## config.mk

```make
export PLATFORM = sky130hd
export DESIGN_NAME = ps2_key_encoder
export DESIGN_NICKNAME = d
export VERILOG_FILES = /design/src/rtl/ps2_key_pkg.sv /design/src/rtl/ps2_key_encoder.sv
export SDC_FILE = /design/constraint.sdc
export NUM_CORES = 1
export LEC_CHECK = 0
export ABC_AREA = 0
export CAP_MARGIN = 10
export CORE_ASPECT_RATIO = 0.9
export CORE_MARGIN = 3
export CORE_UTILIZATION = 40
export DETAILED_ROUTE_END_ITERATION = 8
export PLACE_DENSITY_LB_ADDON = 0.3
export RECOVER_POWER = 50
export REMOVE_ABC_BUFFERS = 1
export SETUP_SLACK_MARGIN = 0.4
export SLEW_MARGIN = 30
export SYNTH_ARGS = -nofsm -noshare
export SYNTH_HDL_FRONTEND = slang
export SYNTH_SLANG_ARGS = --single-unit
export TNS_END_PERCENT = 100
```

## constraint.sdc

```tcl
create_clock -name clk_sys -period 2.7 [get_ports clk_sys]
set_input_delay 0.81 -clock clk_sys [delete_from_list [all_inputs] [get_ports clk_sys]]
set_output_delay 0.81 -clock clk_sys [all_outputs]
set_load 0.1 [all_outputs]
```

## src/rtl/ps2_key_pkg.sv

```systemverilog
// Shared constants and FSM state type for the PS/2 scan-code to key-event encoder.
package ps2_key_pkg;

  localparam logic [7:0] SC_EXT   = 8'hE0;
  localparam logic [7:0] SC_BRK   = 8'hF0;
  localparam logic [7:0] SC_PAUSE = 8'hE1;

  localparam int PAUSE_LEN   = 8;
  localparam int PAUSE_CNT_W = 3;
  localparam int PS2_KEY_W   = 65;

  typedef enum logic [1:0] {
    ST_IDLE   = 2'd0,
    ST_PREFIX = 2'd1,
    ST_PAUSE  = 2'd2
  } ps2_state_e;

endpackage

```

## src/rtl/ps2_key_encoder.sv

```systemverilog
// Folds PS/2 scan-code bytes (prefixes, break codes, the 8-byte Pause sequence) into one key event word.
// Optional build macro PS2_KEY_TIMEOUT_EN adds an idle timeout that abandons partial sequences.
module ps2_key_encoder
  import ps2_key_pkg::*;
#(
  parameter int TIMEOUT_CYCLES = 600000
) (
  input  logic                 clk_sys,
  input  logic                 reset,
  input  logic                 byte_valid,
  input  logic [7:0]           byte_data,
  input  logic                 byte_err,
  output logic [PS2_KEY_W-1:0] ps2_key,
  output logic                 key_strobe,
  output logic                 seq_drop,
  output ps2_state_e           state_dbg
);

  // Input handshake: byte_valid is a one-cycle strobe with no ready; every
  // strobed byte is consumed in the cycle it appears, byte_err qualifies it.

  ps2_state_e                 state, state_d;
  logic [63:0]                acc, acc_d, acc_shift;
  logic [PAUSE_CNT_W-1:0]     pcnt, pcnt_d;
  logic                       complete, drop;
  logic                       timeout_hit;

  assign state_dbg = state;
  assign acc_shift = {acc[55:0], byte_data};

`ifdef PS2_KEY_TIMEOUT_EN
  localparam int CNT_W = $clog2(TIMEOUT_CYCLES + 1);
  localparam logic [CNT_W-1:0] TMO_LAST = CNT_W'(TIMEOUT_CYCLES - 1);

  logic [CNT_W-1:0] idle_cnt;

  assign timeout_hit = (state != ST_IDLE) && (idle_cnt == TMO_LAST);

  // Counts idle cycles spent mid-sequence; any strobed byte restarts it.
  always_ff @(posedge clk_sys) begin
    if (reset || byte_valid || state == ST_IDLE || timeout_hit) begin
      idle_cnt <= '0;
    end else begin
      idle_cnt <= idle_cnt + 1'b1;
    end
  end
`else
  assign timeout_hit = 1'b0;
`endif

  always_comb begin
    state_d  = state;
    acc_d    = acc;
    pcnt_d   = pcnt;
    complete = 1'b0;
    drop     = 1'b0;
    if (byte_valid) begin
      if (byte_err) begin
        state_d = ST_IDLE;
        acc_d   = '0;
        pcnt_d  = '0;
        drop    = (state != ST_IDLE);
      end else begin
        unique case (state)
          ST_IDLE, ST_PREFIX: begin
            if (byte_data == SC_EXT || byte_data == SC_BRK) begin
              acc_d   = acc_shift;
              state_d = ST_PREFIX;
            end else if (byte_data == SC_PAUSE) begin
              acc_d   = acc_shift;
              state_d = ST_PAUSE;
              pcnt_d  = PAUSE_CNT_W'(PAUSE_LEN - 1);
            end else begin
              complete = 1'b1;
              acc_d    = '0;
              state_d  = ST_IDLE;
            end
          end
          ST_PAUSE: begin
            // Pause payload bytes are opaque; only the count ends the sequence.
            if (pcnt <= PAUSE_CNT_W'(1)) begin
              complete = 1'b1;
              acc_d    = '0;
              pcnt_d   = '0;
              state_d  = ST_IDLE;
            end else begin
              acc_d  = acc_shift;
              pcnt_d = pcnt - 1'b1;
            end
          end
          default: begin
            state_d = ST_IDLE;
            acc_d   = '0;
            pcnt_d  = '0;
          end
        endcase
      end
    end else if (timeout_hit) begin
      state_d = ST_IDLE;
      acc_d   = '0;
      pcnt_d  = '0;
      drop    = 1'b1;
    end
  end

  always_ff @(posedge clk_sys) begin
    if (reset) begin
      state      <= ST_IDLE;
      acc        <= '0;
      pcnt       <= '0;
      ps2_key    <= '0;
      key_strobe <= 1'b0;
      seq_drop   <= 1'b0;
    end else begin
      state      <= state_d;
      acc        <= acc_d;
      pcnt       <= pcnt_d;
      key_strobe <= complete;
      seq_drop   <= drop;
      if (complete) begin
        ps2_key <= {~ps2_key[64], acc_shift};
      end
    end
  end

endmodule
```

==> results of run 1 <==
[cells in the final DEF, fill, tap and decap left out, types with 3 or more instances in the layout]
cell	Yosys	routed
clkbuf_2	0	69
buf_4	6	15
clkbuf_8	0	4
buf_12	0	4
a22o_2	45	45
dfxtp_1	128	128
a21oi_1	70	70
clkinv_2	0	3
nor3_1	5	5
nand2_1	135	135
clkbuf_1	14	3
a22oi_1	3	3
nand2b_1	3	3
clkbuf_16	0	17
a22o_1	6	6
inv_1	5	5
clkdlybuf4s50_1	0	8
nor2_1	9	8
[kinds of logic after synthesis]
family / Yosys count / synth area share
AND/OR/NAND/NOR: 162 / 0.149
AO/OA/AOI/OAI: 136 / 0.221
flip-flops: 128 / 0.574
buffers and inverters: 39 / 0.0518
XOR/XNOR: 1 / 0.00196
adder cells (fa/ha/maj): 1 / 0.00280
[critical path, stage by stage]
cell and delay (ps):
clkdlybuf4s50_1 440, or3_1 470, o311ai_4 390, clkbuf_2 320, nand2_1 100, a21oi_1 160
[cell type report]
| cell class | instances | share of cell area |
|---|---|---|
| Sequential cell | 128 | 0.450 |
| Multi-Input combinational cell | 300 | 0.296 |
| Timing Repair Buffer | 101 | 0.118 |
| Clock buffer | 23 | 0.0856 |
| Tap cell | 148 | 0.0325 |
| Clock inverter | 6 | 0.0145 |
| Inverter | 5 | 0.00329 |
[per-stage QoR]
stage / instances / hold WS (ps) / power (mW)
6_report: 711 / 452 / 4.32
5_1_grt: 711 / 467 / 4.46
4_1_cts: 711 / 455 / 4.37
3_5_place_dp: 682 / 448 / 2.17
3_3_place_gp: 681 / 444 / 2.16
2_1_floorplan: 433 / 425 / 2.06
[where the power goes]
group,internal [mW],switching [mW]
registers,1.90,0.00686
logic,0.0626,0.155
clock network,1.43,0.762
total,3.40,0.923
[per-layer routing]
layer / GRT usage / vias up
li1: - / 1774
met1: 0.207 / 1680
met2: 0.262 / 92
met3: 0.0628 / 15
met4: 0.0419 / 0
met5: 0 / -
[state kept, by name, indices dropped and copies added, names as in the netlist]
name,cells
ps2_key,65
acc,56
pcnt,3
seq_drop,1
key_strobe,1
state_dbg,2
[worst paths after layout]
path,from,to,slack (ps),cells after the start
setup / recovery,byte_data[2],ps2_key[33],340,6
hold / removal,ps2_key[58],ps2_key[58],450,2
setup reg to reg,state_dbg[1],ps2_key[33],680,5
hold reg to reg,ps2_key[58],ps2_key[58],450,2
==> results by group, run 1 <==
STA
  – Relative slew slack: 0.564
  – Setup Viol. Count Final: 0
  – Final setup TNS: 0 ps
  – Worst Max-Slew Pin Slew: 653 ps
  – Final hold violation count: 0
  – Pins over their slew limit: 0
  – Minimum clock period after layout: 2360 ps
  – Post-route clock period utilization: 0.876
  – Clk_skew: 7.94 ps
  – RSZ-0062 raised after global routing: true
  – F_max: 0.423 GHz
  – Final worst slack: 336 ps

Detailed routing
  – Top routing layer in use: met4
  – Post-DR wirelength/cell: 13.8 µm
  – Met3 WL: 508 µm
  – Routed Antenna Nets: 0
  – Metal2 WL: 4.52 mm
  – Via count: 3,561
  – Total Wirelength: 9.80 mm
  – Vias per inst: 5.01
  – # DRC: 0
  – DRT Pass-1 Iters: 4
  – DRT met1 WL: 4.67 mm
  – Initial DRC Count: 206

Placement
  – GPL Wtd Cong: 0.771
  – Placed Area: 0.00531 mm²
  – Post-DP HPWL: 6.49 mm
  – Place WS: -4.28 ps
  – Number of I/O port buffers: 80

Floorplanning
  – Row count: 35
  – Die boundary height: 106 µm
  – I/O pin total: 81
  – Placeable Area: 0.0106 mm²
  – Die span in x: 117 µm
  – Initial core utilization: 0.423
  – Die area: 0.0125 mm²

Setup path
  – Crit. End Element: register
  – Worst EP required: 3030 ps
  – WS Path Type: primary input to register
  – Worst setup SP type: primary input
  – Arrival @ worst endpoint: 2700 ps
  – Worst-path maximum fanout: 12

Yosys
  – Main area contributors after synthesis: dfxtp_1, nand2_1, a22o_2
  – Mapped Area: 0.00447 mm²
  – Asr flop ratio synth: 0
  – Cell taking the most area after synthesis: dfxtp_1
  – Sequential area share after synthesis: 0.574
  – Post-synth top area share: 0.574
  – Commonest cells in the synthesized netlist: nand2_1, dfxtp_1, a21oi_1
  – Instance count of the mapped netlist: 467
  – Synth warn: 0
  – Unique cell type count in the Yosys netlist: 35
  – Post-synth EDFFs: 0
  – Ys flop type: dfxtp_1
  – Count of state elements after synthesis: 128
  – Syn_area_per_cell: 9.57 µm²
  – Most frequent cell after synthesis: nand2_1

Layout
  – Area occupied by multi-input gates: 0.00169 mm²
  – Core Util, Final: 0.540
  – Register Area: 0.00256 mm²
  – Cell area after layout: 0.00570 mm²
  – Area grow syn2layout: 27.5%
  – Layout cells sized above 1: 0.304
  – Fill cells: 989
  – Ant. Diodes: 0
  – Final net count: 566

Clock tree
  – Inserted Clock Buffers: 17
  – Clk Latency, worst-skew pair: 410 ps
  – Root Buffer: clkbuf_16
  – Longest Clk Path Bufs: 2
  – Postcts setup bufs: 0
  – Post-cts resize count: 0
  – Register clock-pin slew on the reported worst setup and hold paths: 50 ps
  – TritonCTS clock tree: done
  – H-tree level count: 4
  – # hold bufs at CTS: 0
  – CTS Sinks: 128

Power and ir drop
  – Pwr Density: 759 mW/mm²
  – Pleak: 2.23 nW
  – Peak supply drop: 0.000325 V

Global route
  – Antenna violations before repair: 0
  – Tot GR Track Use: 0.163
  – Largest net degree at the start of global routing: 55
  – Vias in the first global route: 3,426
  – Total congestion overflow: 0
  – First-pass GRT wire length: 16.6 mm

Flow run
  – Max_cap viols: 0

Outcome
  – Status: finished clean

Worst hold path
  – Hold crit path type: register to register
(Power assumes the default switching activity.)
==> run 2: changes to the inputs <==
Settings changed: CAP_MARGIN 10 to 25.
==> results of run 2 <==
Same layout as run 1: the final DEF is identical, and so are final timing and power.
==> run 3: changes to the inputs <==
Settings changed: CTS_CLUSTER_SIZE set to 24, GPL_TIMING_DRIVEN set to 0.
==> results by group, run 3 (synthesis results as in run 1) <==
Detailed routing
  – Via count: 3,568 (+0.20%)
  – Total Wirelength: 10.4 mm (+6.5%)
  – Vias per inst: 5.05 (+0.91%)
  – DRT Pass-1 Iters: 4 (unchanged)
  – Routed Antenna Nets: 0 (unchanged)
  – Post-DR wirelength/cell: 14.8 µm (+7.3%)
  – Initial DRC Count: 197 (-4.4%)
  – # DRC: 0 (unchanged)

Setup path
  – Flop-to-flop setup slack: 600 ps (-80 ps)
  – R2r endpoint: ps2_key[62]
  – Worst path top cell family by delay: buffers and inverters
  – Arrival @ worst endpoint: 1630 ps (-1070 ps)
  – Critical path buffer and inverter count: 1 (-1)
  – Worst EP required: 1890 ps (-1140 ps)
  – WS Path Type: register to output port
  – Worst-path maximum fanout: 2 (-10)
  – Slowest CP cell: clkbuf_1
  – Worst setup SP type: register
  – Crit. End Element: output port
  – Reg-to-Reg Start: pcnt[1]
  – CP Cell Sequence: clkbuf_1
  – Worst r2r path cells: 7 (+2)
  – Critical Path Max Stage Delay: 910 ps (+440 ps)

Clock tree
  – Longest Clk Path Bufs: 2 (unchanged)
  – H-tree level count: 4 (unchanged)
  – Register clock-pin slew on the reported worst setup and hold paths: 50 ps (about the same)
  – Inserted Clock Buffers: 17 (unchanged)
  – Root Buffer: clkbuf_16
  – CTS Sinks: 128 (unchanged)
  – TritonCTS clock tree: done
  – Clk Latency, worst-skew pair: 400 ps (about the same)

STA
  – Minimum clock period after layout: 2440 ps (+79.8 ps)
  – Post-route clock period utilization: 0.905 (+0.0296)
  – Relative slew slack: 0.184 (-0.380)
  – Final worst slack: 256 ps (-79.8 ps)
  – RSZ-0062 raised after global routing: true
  – Pins over their slew limit: 0 (unchanged)
  – Clk_skew: 6.46 ps (-1.48 ps)
  – Setup Viol. Count Final: 0 (unchanged)
  – Worst Max-Slew Pin Slew: 1230 ps (+577 ps)
  – F_max: 0.409 GHz (-3.3%)
  – Final hold violation count: 0 (unchanged)

Global route
  – Largest net degree at the start of global routing: 45 (-18%)
  – Total congestion overflow: 0 (unchanged)
  – Antenna violations before repair: 0 (unchanged)
  – Tot GR Track Use: 0.172 (+0.00898)
  – Vias in the first global route: 3,537 (+3.2%)
  – First-pass GRT wire length: 17.5 mm (+5.3%)

Layout
  – Largest register FFs: 65 (unchanged)
  – Biggest regs: ps2_key: 65 flops, acc: 56 flops, pcnt: 3 flops
  – Most flop-heavy register: ps2_key
  – Area grow syn2layout: 27.6% (about the same)
  – Core Util, Final: 0.540 (about the same)
  – Non-filler instance count after layout: 706 (-0.70%)
  – Ant. Diodes: 0 (unchanged)
  – Final net count: 561 (-0.88%)
  – Layout cells sized above 1: 0.190 (-0.114)
  – Fill cells: 998 (+0.91%)
  – Cell area after layout: 0.00570 mm² (about the same)
  – Most frequent cells in the layout: nand2_1, dfxtp_1, a21oi_1, clkbuf_1, a22o_2
  – Most common cell after layout, fill and taps aside: nand2_1

Floorplanning
  – Row count: 35 (unchanged)
  – Die span in x: 117 µm (unchanged)
  – Die boundary height: 106 µm (unchanged)
  – I/O pin total: 81 (unchanged)
  – Die area: 0.0125 mm² (unchanged)
  – Initial core utilization: 0.423 (unchanged)
  – Placeable Area: 0.0106 mm² (unchanged)

Power and ir drop
  – Pwr Density: 736 mW/mm² (-3.0%)
  – Peak supply drop: 0.000412 V (+27%)
  – Pleak: 2.03 nW (-8.9%)
  – Total power: 4.19 mW (-3.0%)

Outcome
  – Status: finished clean

Worst hold path
  – Hold crit path type: register to register
  – Hold depth: 2 (unchanged)
  – Worst hold path endpoint: ps2_key[37]
  – Hold path startpoint: ps2_key[37]

Placement
  – Placed Area: 0.00541 mm² (+1.8%)
  – Number of I/O port buffers: 80 (unchanged)
  – Cells after DPL: 669 (-1.9%)
  – Post-DP HPWL: 6.29 mm (-3.1%)
  – Place WS: -478 ps (-474 ps)
  – GPL Wtd Cong: 0.723 (-6.2%)

Flow run
  – Max_cap viols: 0 (unchanged)
run 3: through the flow:
step / hold WS (ps) / TNS [ps]
3_5_place_dp: 447 / -39890
6_report: 451 / 0
2_1_floorplan: 425 / -73430
3_3_place_gp: 443 / -375100
5_1_grt: 473 / 0
4_1_cts: 454 / 0
run 3: how the worst max path moves through the flow:
| stage | start | endpoint | slack, ps | cells after the start |
|---|---|---|---|---|
| final | ps2_key[19] | ps2_key[19] | 260 | 1 |
| after global routing | ps2_key[19] | ps2_key[19] | 200 | 1 |
| after CTS | state_dbg[1] | state_dbg[1] | 260 | 1 |
| after floorplan | state_dbg[1] | ps2_key[0] | -1040 | 4 |
| after global placement | reset | acc[25] | -3680 | 3 |
| after detailed placement | byte_data[1] | acc[40] | -480 | 6 |
run 3: routing by layer:
layer	vias to the layer above	GRT usage	wire (µm)	share of wire
met1	1713	0.213	4870	0.47
met4	0	0.0653	123	0.012
met2	77	0.278	4940	0.47
li1	1765	-	-	-
met5	-	0	0	0
met3	13	0.0585	509	0.049
run 3: area by class of cell:
type | count | area (µm²) | share of cell area
clock buffer | 23 | 478 | 0.0838
clock inverter | 6 | 60.1 | 0.0105
inverter | 5 | 18.8 | 0.00329
multi-input combinational | 301 | 1730 | 0.304
sequential | 128 | 2560 | 0.450
tap | 148 | 185 | 0.0325
timing repair buffer | 95 | 663 | 0.116
run 3: power breakdown:
part | switching, mW | internal [mW] | total, mW
Clock | 0.751 | 1.32 | 2.07
Combinational | 0.161 | 0.0566 | 0.218
Sequential | 0.00638 | 1.90 | 1.91
run 3: timing repair:
item | 4_1_cts | 5_1_grt
endpoints found under the setup margin | 188 | 80
pin swaps | 3 | 1
setup buffers | 7 | 0
cloned | 1 | 0
hold endpoints to repair | 0 | 0
hold buffers | 0 | 0
resized for setup | 215 | 11
==> variant: new RTL, settings of run 3 <==
Add an input register stage for `byte_data` and `byte_err`, with the module's reset; this delays them by one clock. The other inputs are not delayed to match. Comments in the files are not updated.
--- a/src/rtl/ps2_key_encoder.sv
+++ b/src/rtl/ps2_key_encoder.sv
@@ -17,4 +17,17 @@
 );
 
+  logic [7:0] byte_data_q;
+  logic byte_err_q;
+
+  always_ff @(posedge clk_sys) begin
+    if (reset) begin
+      byte_data_q <= '0;
+      byte_err_q  <= '0;
+    end else begin
+      byte_data_q <= byte_data;
+      byte_err_q  <= byte_err;
+    end
+  end
+
   // Input handshake: byte_valid is a one-cycle strobe with no ready; every
   // strobed byte is consumed in the cycle it appears, byte_err qualifies it.
@@ -27,5 +40,5 @@
 
   assign state_dbg = state;
-  assign acc_shift = {acc[55:0], byte_data};
+  assign acc_shift = {acc[55:0], byte_data_q};
 
 `ifdef PS2_KEY_TIMEOUT_EN
@@ -56,5 +69,5 @@
     drop     = 1'b0;
     if (byte_valid) begin
-      if (byte_err) begin
+      if (byte_err_q) begin
         state_d = ST_IDLE;
         acc_d   = '0;
@@ -64,8 +77,8 @@
         unique case (state)
           ST_IDLE, ST_PREFIX: begin
-            if (byte_data == SC_EXT || byte_data == SC_BRK) begin
+            if (byte_data_q == SC_EXT || byte_data_q == SC_BRK) begin
               acc_d   = acc_shift;
               state_d = ST_PREFIX;
-            end else if (byte_data == SC_PAUSE) begin
+            end else if (byte_data_q == SC_PAUSE) begin
               acc_d   = acc_shift;
               state_d = ST_PAUSE;
Behaviour: not the same (Yosys sat finds a counterexample within 4 cycles, from zero or initial values and one cycle with reset high).
==> variant against run 3 <==
  * Wire length fell by 5.1%
  * Sequential cell count rose by 9
  * Cell area rose by 12%
  * Sequential share of layout area fell by 1.9 points
  * Area after synthesis rose by 4.1%
  * Count of clock-buffer cells in the layout fell by 5
  * Power rose by 17%
  * Largest power group unchanged
  * Setup slack improved by 0.15 ns
  * Highest routed layer unchanged
==> variant: results (changes against run 3) <==
[synth]
syn_inst = 485  ; +3.9%
synth_cell_type_count = 36  ; +2.9%
synth_seq_area_share_pct = 59.0  ; +1.6 points
synth.yosys.warnings = 0  ; unchanged
synth_common_cells = 137 x dfxtp_1, 137 x nand2_1, 66 x a21oi_1, 51 x a22o_1, 17 x clkbuf_1
synth_ff_type = dfxtp_1
yosys-top-cells-area = dfxtp_1 59%, nand2_1 11%, a22o_1 9.6%

[critical_path]
critPathLaunch = reset
reg2reg_slack_ns = 0.45  ; -0.15 ns
cp.arrival_ns = 2.59  ; +0.96 ns
r2r_start = state_dbg[1]
crit_path_max_fanout = 66  ; +64
rr_endpoint = ps2_key[48]
rr_worst_depth = 6  ; -1

[pwr]
p_switching_w = 0.00104  ; +13%
leakage_nw = 2.24  ; +10%
peakVddDrop_mv = 0.427  ; +3.8%

[route]
wire_per_inst_um = 13.6  ; -8.0%
dr_wl_met2_um = 4610  ; -6.7%
dr_wl_met3_um = 612  ; +20%
drt_iter0_markers = 224  ; +14%
dr.pass1.iters = 4  ; unchanged
via_per_inst = 5.02  ; -0.58%
top_layer = met4
vias = 3658  ; +2.5%
wl_met1_um = 4540  ; -6.8%

[global_route]
use_met3_pct = 5.44  ; -0.41 points
grt_pass1_wl_um = 16500  ; -6.1%
grt_use_total_pct = 15.9  ; -1.3 points
grt_pass1_vias = 3482  ; -1.6%
met2_usage_pct = 26.2  ; -1.6 points
grtUsageMet1_pct = 19.4  ; -1.9 points
grt_max_degree = 67  ; +49%

[timing]
holdWs_ns = 0.451  ; -0.000195 ns
finClkSkew_ns = 0.00478  ; -0.00168 ns
finalHoldViolations = 0  ; unchanged
worst_pin_slew_ns = 0.756  ; -0.473 ns

[finish]
fin_nets = 576  ; +2.7%
multi_input_area_mm2 = 0.00170  ; -2.1%
antennaDiodeCount = 0  ; unchanged
nFillCells = 975  ; -2.3%
reg.largest.list = ps2_key (65), acc (56), byte_data_q (8)
drive_gt1_share_pct = 21.2  ; +2.2 points

[clock_tree]
clk_path_buf_depth = 2  ; unchanged
insertion_delay_ns = 0.41
post_cts_buffers = 3  ; -4
cts-buffers-inserted = 17  ; unchanged
ctsResizeCount = 207  ; -3.7%
path_clk_slew_ns = 0.06

[place]
io_buffers = 80  ; unchanged
dp.cells = 693  ; +3.6%
dpl-instance-area_mm2 = 0.00568  ; +5.1%
dp_hpwl_um = 6560  ; +4.3%
gp_congestion = 0.733  ; +1.3%

[run_status]
outcome = finished, final reports clean

[hold_path]
min_from = ps2_key[13]
hold_end = ps2_key[13]
min_path_type = flip-flop to flip-flop

variant: cells by family (layout without fill, tap and decap cells):
kind of cell / after synthesis / count (layout) / synth area share [%]
AO/OA/AOI/OAI: 135 / 135 / 20.1
AND/OR/NAND/NOR: 173 / 173 / 15.8
adder cells (fa/ha/maj): 1 / 1 / 0.269
buffers and inverters: 38 / 129 / 4.60
flip-flops: 137 / 137 / 59.0
XOR/XNOR: 1 / 1 / 0.188
variant: worst max-delay path: stages:
cell	delay, ns
buf_4	0.19
clkbuf_4	0.46
nor2_2	0.73
buf_16	0.24
nand2_1	0.07
o41ai_1	0.06
variant: metrics by stage:
stage	TNS, ns	worst slack (ns)
4_1_cts	0	0.340
5_1_grt	0	0.268
3_3_place_gp	-414.26	-4.09
2_1_floorplan	-84.60	-1.21
6_report	0	0.405
3_5_place_dp	-15.46	-0.383
variant: power by group through the flow:
stage	combinational [W]	sequential (W)	clock (W)
floorplan	0.0000681	0.00214	0
global placement	0.000193	0.00210	0
detailed placement	0.000233	0.00210	0
CTS	0.000235	0.00205	0.00268
global route	0.000231	0.00205	0.00277
finish	0.000214	0.00205	0.00264
variant: layout make-up:
| cell class | count | share of cell area [%] |
|---|---|---|
| multi-input cells | 310 | 26.6 |
| clock buffers | 18 | 6.89 |
| flip-flops and latches | 137 | 43.0 |
| repair buffers | 94 | 16.5 |
| inverters | 3 | 0.177 |
| clock inverters | 14 | 3.83 |
| well taps | 152 | 2.98 |
variant: how the worst max path moves through the flow:
stage	to	slack (ns)	cells past startpoint
global route	state_dbg[0]	0.27	6
detailed placement	ps2_key[10]	-0.38	7
finish	state_dbg[0]	0.40	6
CTS	state_dbg[1]	0.34	1
global placement	acc[30]	-4.09	3
floorplan	ps2_key[64]	-1.21	4
